--- src/rtl/dispense_sequencer.sv ---
// dispense_sequencer
// Runs a sequence of dispense shots through an external dispense timer: each
// shot pulses timer_start, waits for dispense_sig to rise and fall, then
// either waits out the inter-shot gap or ends the sequence.
//
// Optional feature: define DISPENSE_SEQ_TIMEOUT_EN to abandon the sequence
// (sticky fault) when dispense_sig stays low for 8 cycles in WAIT_HI.
//
// Ports
//   FPGA_CLK1_50  in   system clock, rising edge
//   reset         in   asynchronous active-high reset
//   cmd_valid     in   command offered
//   cmd_ready     out  sequencer idle and accepting a command
//   cmd_duration  in   shot length in cycles (DUR_W)
//   cmd_gap       in   idle cycles between shots (GAP_W)
//   cmd_repeat    in   number of shots (CNT_W)
//   abort         in   level request to stop after the current shot
//   timer_value   out  latched duration to the dispense timer
//   timer_start   out  one-cycle start pulse to the dispense timer
//   dispense_sig  in   dispense timer output
//   busy          out  sequence in progress
//   shot_done     out  one-cycle pulse per completed shot
//   seq_done      out  one-cycle pulse at sequence end
//   shots_left    out  remaining shots
//   fault         out  sticky timeout flag, cleared by the next accept
//
// state   | meaning
// IDLE    | waiting for a command, cmd_ready=1
// START   | timer_start pulse for one shot
// WAIT_HI | waiting for dispense_sig to rise
// WAIT_LO | shot running, waiting for dispense_sig to fall
// GAP     | counting idle cycles between shots
// DONE    | seq_done pulse, back to IDLE next edge
module dispense_sequencer #(
  parameter int DUR_W = 31,
  parameter int GAP_W = 24,
  parameter int CNT_W = 8
) (
  input  logic             FPGA_CLK1_50,
  input  logic             reset,
  input  logic             cmd_valid,
  output logic             cmd_ready,
  input  logic [DUR_W-1:0] cmd_duration,
  input  logic [GAP_W-1:0] cmd_gap,
  input  logic [CNT_W-1:0] cmd_repeat,
  input  logic             abort,
  output logic [DUR_W-1:0] timer_value,
  output logic             timer_start,
  input  logic             dispense_sig,
  output logic             busy,
  output logic             shot_done,
  output logic             seq_done,
  output logic [CNT_W-1:0] shots_left,
  output logic             fault
);

  typedef enum logic [2:0] {
    S_IDLE, S_START, S_WAIT_HI, S_WAIT_LO, S_GAP, S_DONE
  } state_t;

  state_t           state_q, state_d;
  logic [DUR_W-1:0] dur_q, dur_d;
  logic [GAP_W-1:0] gap_q, gap_d;
  logic [GAP_W-1:0] gap_cnt_q, gap_cnt_d;
  logic [CNT_W-1:0] shots_q, shots_d;
  // An abort seen anywhere in a running shot must still end the sequence
  // after that shot, even if abort drops before the shot finishes.
  logic             abort_pend_q, abort_pend_d;
  logic             shot_end;
`ifdef DISPENSE_SEQ_TIMEOUT_EN
  logic [2:0]       to_cnt_q, to_cnt_d;
  logic             fault_q, fault_d;
`endif

  always_ff @(posedge FPGA_CLK1_50 or posedge reset) begin
    if (reset) begin
      state_q      <= S_IDLE;
      dur_q        <= '0;
      gap_q        <= '0;
      gap_cnt_q    <= '0;
      shots_q      <= '0;
      abort_pend_q <= 1'b0;
`ifdef DISPENSE_SEQ_TIMEOUT_EN
      to_cnt_q     <= '0;
      fault_q      <= 1'b0;
`endif
    end else begin
      state_q      <= state_d;
      dur_q        <= dur_d;
      gap_q        <= gap_d;
      gap_cnt_q    <= gap_cnt_d;
      shots_q      <= shots_d;
      abort_pend_q <= abort_pend_d;
`ifdef DISPENSE_SEQ_TIMEOUT_EN
      to_cnt_q     <= to_cnt_d;
      fault_q      <= fault_d;
`endif
    end
  end

  always_comb begin
    state_d      = state_q;
    dur_d        = dur_q;
    gap_d        = gap_q;
    gap_cnt_d    = gap_cnt_q;
    shots_d      = shots_q;
    abort_pend_d = abort_pend_q;
    shot_end     = 1'b0;
`ifdef DISPENSE_SEQ_TIMEOUT_EN
    to_cnt_d     = to_cnt_q;
    fault_d      = fault_q;
`endif
    case (state_q)
      S_IDLE: begin
        if (cmd_valid) begin
          dur_d        = cmd_duration;
          gap_d        = cmd_gap;
          abort_pend_d = 1'b0;
`ifdef DISPENSE_SEQ_TIMEOUT_EN
          fault_d      = 1'b0;
`endif
          // A zero-length shot never raises dispense_sig, so nothing to run.
          if (cmd_repeat == '0 || cmd_duration == '0) begin
            shots_d = '0;
            state_d = S_DONE;
          end else begin
            shots_d = cmd_repeat;
            state_d = S_START;
          end
        end
      end
      S_START: begin
        if (abort) abort_pend_d = 1'b1;
`ifdef DISPENSE_SEQ_TIMEOUT_EN
        to_cnt_d = 3'd7;
`endif
        state_d = S_WAIT_HI;
      end
      S_WAIT_HI: begin
        if (abort) abort_pend_d = 1'b1;
        if (dispense_sig) begin
          state_d = S_WAIT_LO;
        end
`ifdef DISPENSE_SEQ_TIMEOUT_EN
        else if (to_cnt_q == 3'd0) begin
          fault_d = 1'b1;
          state_d = S_DONE;
        end else begin
          to_cnt_d = to_cnt_q - 3'd1;
        end
`endif
      end
      S_WAIT_LO: begin
        if (abort) abort_pend_d = 1'b1;
        if (!dispense_sig) begin
          shot_end = 1'b1;
          if (shots_q != '0) shots_d = shots_q - CNT_W'(1);
          if (shots_q <= CNT_W'(1) || abort || abort_pend_q) begin
            state_d = S_DONE;
          end else if (gap_q != '0) begin
            gap_cnt_d = gap_q;
            state_d   = S_GAP;
          end else begin
            state_d = S_START;
          end
        end
      end
      S_GAP: begin
        if (abort) begin
          state_d = S_DONE;
        end else if (gap_cnt_q <= GAP_W'(1)) begin
          gap_cnt_d = '0;
          state_d   = S_START;
        end else begin
          gap_cnt_d = gap_cnt_q - GAP_W'(1);
        end
      end
      S_DONE: state_d = S_IDLE;
      default: state_d = S_IDLE;
    endcase
  end

  assign cmd_ready   = (state_q == S_IDLE);
  assign busy        = (state_q != S_IDLE);
  assign timer_start = (state_q == S_START);
  assign seq_done    = (state_q == S_DONE);
  assign shot_done   = shot_end;
  assign shots_left  = shots_q;
  assign timer_value = dur_q;
`ifdef DISPENSE_SEQ_TIMEOUT_EN
  assign fault = fault_q;
`else
  assign fault = 1'b0;
`endif

endmodule

--- config.mk ---
export PLATFORM = sky130hd
export DESIGN_NAME = dispense_sequencer
export DESIGN_NICKNAME = d
export VERILOG_FILES = /design/src/rtl/dispense_sequencer.sv
export SDC_FILE = /design/constraint.sdc
export NUM_CORES = 1
export LEC_CHECK = 0
export CAP_MARGIN = 20
export CELL_PAD_IN_SITES_DETAIL_PLACEMENT = 1
export CELL_PAD_IN_SITES_GLOBAL_PLACEMENT = 2
export CORE_ASPECT_RATIO = 0.6
export CORE_MARGIN = 2
export CORE_UTILIZATION = 35
export CTS_BUF_LIST = sky130_fd_sc_hd__clkbuf_2
export DETAILED_ROUTE_END_ITERATION = 10
export PLACE_DENSITY = 0.95
export SYNTH_ARGS = -nofsm -noshare
export SYNTH_HDL_FRONTEND = slang
export SYNTH_SLANG_ARGS = --single-unit
export TNS_END_PERCENT = 50
--- constraint.sdc ---
create_clock -name FPGA_CLK1_50 -period 6.4 [get_ports FPGA_CLK1_50]
set_clock_uncertainty 0.05 [all_clocks]
set_input_delay 0.64 -clock FPGA_CLK1_50 [delete_from_list [all_inputs] [get_ports FPGA_CLK1_50]]
set_output_delay 0.64 -clock FPGA_CLK1_50 [all_outputs]
set_load 0.1 [all_outputs]
==> out/summary.txt <==
largest net degree at the start of global routing: 56
Starting Density: 0.365
Setup crit start kind: flop
CTS clk-pin slew, worst paths: 310 ps
GRT overflow: 0
outcome: finished clean
CTS tree: done
DIE WIDTH: 155 um
PortBufs: 111
capturing point of the worst reg2reg path: gap_cnt_q[1]
Sum Neg Setup Slack: 0 ps
post-route ant nets: 0
routed vias: 4,246
CP endpoint kind: primary output
synth unique cells: 50
clock sinks: 91
Crit Path Class: flop to primary output
vias in the first global route: 4,502
Hold Crit Class: input port to async pin
EDFF count, synth: 0
die height: 94.4 um
Tmin final: 4030 ps
endpoints failing hold: 0
Main synth FF type: dfrtp_1
Residual DRC: 0
CTS Buffer Depth: 2
Die Area: 14,600 sq um
synthesized area: 4770 sq um
GRT Overall Usage: 0.216
crit path to: shot_done
fraction of synthesized cell area taken by the top area cell type: 0.478
r2r worst-path depth: 5
start of the worst register-to-register path: shots_left[4]
max_cap viols: 0
global-route wire length before repair: 24,700 um
Slew headroom: 0.312
mux cell area share after synthesis: 0.136
Worst-Margin Slew: 1030 ps
diode count: 0
synthesized-area fraction occupied by adder cells: 0.0105
Crit path max-delay family: buffers and inverters
Syn Area/Cell: 10.4 sq um
critical path cell sequence: nand3b_1 > nor2_1 > clkdlybuf4s50_1
Detailed Place HPWL: 11,200 um
complex-gate fraction of the synthesized area: 0.170
final setup violation count: 0
Max Fclk: 248 MHz
I/O Pins: 113
Critical Path Start: state_q[1]
Slowest-stage cell, CP: clkdlybuf4s50_1
post-synthesis async set-or-reset flop share: 1.00
total routed wirelength: 15,100 um
xor/xnor cell area share of the yosys netlist: 0
Final Slew Violations: 0
std cell rows: 32
Post-CTS Setup Repair Bufs: 0
r2r setup slk: 3160 ps
CP max stage delay: 1190 ps
core box area: 13,100 sq um
Syn Inst Count: 458
critical path arrival: 3340 ps
cts repair resizes: 0
post-synthesis simple-gate area fraction: 0.137
Placer Congestion: 0.802
syn nets: 530
Avg WL per Cell: 20.7 um
fin crit share: 0.630
unrepaired setup endpoints after global routing: false
share of the yosys chip area belonging to registers: 0.478
Post-CTS Hold Buffers: 0
largest family of logic cells by synthesized area: compound AO/OA/AOI/OAI gates
Nets: 627
Crit. path cell count: 3
cts bufs inserted: 9
Layout area overhead: 28.2%
cell taking the most area after synthesis: dfrtp_1
CTS Root Cell: clkbuf_2
Worst EP required: 5710 ps
clk_lat worst skew: 650 ps
Initial DRC Count: 279
layout cell share with drive strength beyond 1: 0.161
synth warn: 0
#FFs+latches synth: 91
crit-path max FO: 15
via-per-instance ratio: 5.82
Buf/Inv on CP: 1
antenna violations before repair: 0
drt first pass iters: 6
largest cells by area after synthesis: dfrtp_1 48%, mux2_2 13%, a221oi_1 4.2%
H-tree levels: 3
-- synth_stat cells (2+ instances only) --
library cell / instances
mux2_2: 54
o32ai_1: 4
and3_1: 4
clkbuf_1: 22
a221oi_1: 23
o21a_1: 2
buf_4: 3
dfrtp_1: 91
nand3_1: 17
mux2i_1: 4
nand4_1: 11
o221ai_1: 2
a22oi_1: 7
buf_6: 3
a32oi_1: 11
or2_2: 2
o21ai_0: 11
inv_1: 42
ha_1: 4
nor4_1: 20
nor3_1: 17
a21oi_1: 2
nor3b_1: 3
and2_1: 4
a22o_1: 6
nand2_1: 19
o21ai_1: 2
o22ai_1: 24
a31oi_1: 4
nor2_1: 16
buf_2: 5
-- how the worst min path moves through the flow --
stage                         start              end  slack [ps]  cells after the start
floorplan              gap_cnt_q[6]     gap_cnt_q[6]         440                      2
global placement    timer_value[18]  timer_value[18]         440                      1
detailed placement   timer_value[0]   timer_value[0]         440                      1
CTS                           reset  timer_value[30]         300                      2
global route                  reset  timer_value[30]         320                      2
finish                        reset  timer_value[30]         290                      2
-- cells in the final DEF (no fill, tap or decap), types with 2 or more instances in the layout --
master,n
nand3_1,17
nand4_1,11
o21ai_0,11
a22oi_1,7
o32ai_1,4
and3_1,4
a221oi_1,23
dfrtp_1,91
mux2i_1,4
and2_1,4
nor3_1,17
a22o_1,6
nand2_1,18
clkdlybuf4s50_1,111
o21a_1,2
inv_8,2
inv_6,2
inv_1,41
ha_1,4
mux2_2,54
o221ai_1,2
buf_4,8
o22ai_1,24
clkbuf_2,9
nor3b_1,3
a31oi_1,3
nor4_1,19
a21oi_1,2
nor2_1,16
or2_2,2
clkinv_2,3
a32oi_1,11
-- layer usage --
metal	share of wire	GRT usage	vias to the layer above
met5	0	0	-
met4	0.014	0.0617	0
met3	0.091	0.0831	24
met2	0.43	0.326	154
met1	0.46	0.292	2150
li1	-	-	1918
-- logic make-up after synthesis --
logic type / Yosys count
AND/OR/NAND/NOR: 121
AO/OA/AOI/OAI: 108
flip-flops: 91
buffers and inverters: 75
multiplexers: 58
adder cells (fa/ha/maj): 4
other: 1
-- state kept, by name, summed over array words and instances (netlist names) --
name          count
abort_pend_q      1
gap_q            24
gap_cnt_q        24
shots_left        8
timer_value      31
state_q           3
-- area by class of cell --
class,instances,area (sq um)
clock inverter,7,58.8
tap,170,213
multi-input combinational,292,2190
inverter,42,159
fill,1451,6940
timing repair buffer,119,1170
clock buffer,9,45.0
sequential,91,2280
-- per-stage QoR --
| step | std cells | hold slack (ps) | instance area [sq um] | setup WS (ps) | util |
|---|---|---|---|---|---|
| after floorplan | 458 | 437 | 4770 | 1690 | - |
| after global placement | 714 | 437 | 6010 | 3100 | 0.460 |
| after detailed placement | 714 | 443 | 6010 | 3070 | 0.460 |
| after CTS | 730 | 297 | 6110 | 2350 | 0.468 |
| after global routing | 730 | 320 | 6110 | 2170 | 0.468 |
| final | 730 | 294 | 6110 | 2370 | 0.468 |
Power is left out: the tool's default activity adds up to more than one toggle a clock period on the data nets, which glitch-free logic cannot reach.
==> edit: new RTL, same flow settings <==
The option `DISPENSE_SEQ_TIMEOUT_EN` is turned on by a define.
--- a/src/rtl/dispense_sequencer.sv
+++ b/src/rtl/dispense_sequencer.sv
@@ -33,2 +33,4 @@
 // DONE    | seq_done pulse, back to IDLE next edge
+`define DISPENSE_SEQ_TIMEOUT_EN
+
 module dispense_sequencer #(
Behaviour: same outputs for any inputs over 10 cycles, from zero or initial values and one cycle with reset high; that may be too few to reach the edited logic, so the function may still have changed.
==> edit against the original RTL <==
  * Final area is 5.8% higher
  * Worst setup slack better by 0.058 ns
  * Global-route usage is 0.41 points higher
  * Highest routed layer unchanged
  * Register-to-register slack worse by 0.03 ns
  * Routed wire length is 8.3% higher
  * Synthesized area is 5.0% higher
  * Final cell count is 22% higher
  * Critical path depth stayed put
  * Hold slack worse by 0.12 ns
  * Sequential cell count is 4 higher
==> edit: results (changes against the original RTL) <==
metric	value	unit	change
vias in the first global route	4876		+8.3%
port bufs	112		+0.90%
Hold Slack	0.177	ns	-0.117 ns
R2R Path Start	state_q[2]$_DFFE_PP0P_		
clock latency on the worst-skew pair	0.58	ns	-0.07 ns
drt pass-1 iters	4		-2
quantity of gates resized following cts	0		unchanged
Cell Area, Placed	6270	um^2	+4.3%
layout net count	767		+22%
post-place setup slack	2.97	ns	-0.0993 ns
hpwl dp	11900	um	+6.7%
total number of vias	4751		+12%
largest net degree at the start of global routing	83		+48%
CP arrival	3.28	ns	-0.06 ns
slew at the pin with the worst max-slew slack	1.04	ns	+0.00912 ns
DP Cell Count	868		+22%
Post-Syn Nets	670		+26%
RD Place Congestion	0.841		+4.9%
top post-synthesis cells by area	dfrtp_1 47%, nand2_1 14%, nor4_1 3.1%, inv_1 2.8%, a22oi_1 2.7%		
vias per inst	5.34		-8.1%
Mean Syn Cell Area	8.42	um^2	-19%
GRT Total Usage	22.1	%	+0.41 points
sequential share of the synthesized area	47.5	%	-0.29 points
first-pass GRT wire length	26700	um	+8.0%
Unique masters post-synth	58		+16%
CTS buffer count	9		unchanged
layout cells sized above 1	6.46	%	-9.6 points
status	completed		
worst reg2reg path depth	4		-1
## edit: cell types whose count changed after synthesis, moves of 5 or more
cell | before | now
nand3_1 | 17 | 2
a21oi_1 | 2 | 16
o21ai_0 | 11 | 16
o2bb2ai_1 | 1 | 10
nor2_1 | 16 | 24
o22ai_1 | 24 | 18
a2bb2oi_1 | 0 | 7
nand2_1 | 19 | 190
a22oi_1 | 7 | 18
clkbuf_1 | 22 | 31
a221oi_1 | 23 | 1
mux2_2 | 54 | 1
nor4_1 | 20 | 25
## edit: where the power goes
part           internal, mW  leakage, nW  switching (mW)
Clock                0.0595       0.0586           0.228
Sequential            0.879         1.17           0.290
Combinational         0.605         1.65            1.61
## edit: worst max path at each step
stage	from	to	slack [ns]	depth (start not counted)
after detailed placement	abort	gap_cnt_q[1]$_DFFE_PP0P_	2.97	4
after global placement	abort	gap_cnt_q[1]$_DFFE_PP0P_	3.01	4
final	state_q[1]$_DFFE_PP0P_	shot_done	2.43	3
after floorplan	state_q[0]$_DFFE_PP0P_	timer_value[0]$_DFFE_PP0P_	1.12	8
after CTS	state_q[1]$_DFFE_PP0P_	shot_done	2.39	3
after global routing	state_q[1]$_DFFE_PP0P_	shot_done	2.21	3
## edit: cell type report
class                      count  area, um^2
fill                        1643        7360
sequential                    95        2380
multi-input combinational    426        2350
timing repair buffer         122        1250
tap                          192         240
inverter                      38         144
clock inverter                 6        53.8
clock buffer                  10        50.0
## edit: logic make-up after synthesis
family,share of synthesized area [%]
flops,47.5
compound gates,18.7
fa+ha+maj,1.75
buf+inv,5.85
simple gates,25.7
mux,0.625
## edit: routing by layer
metal	part of all wire [%]	vias to the layer above	global-route usage, %
met4	0.64	0	3.67
met2	41	156	30.2
met1	49	2298	33.3
met5	0	-	0
li1	-	2286	-
met3	8.7	11	8.33
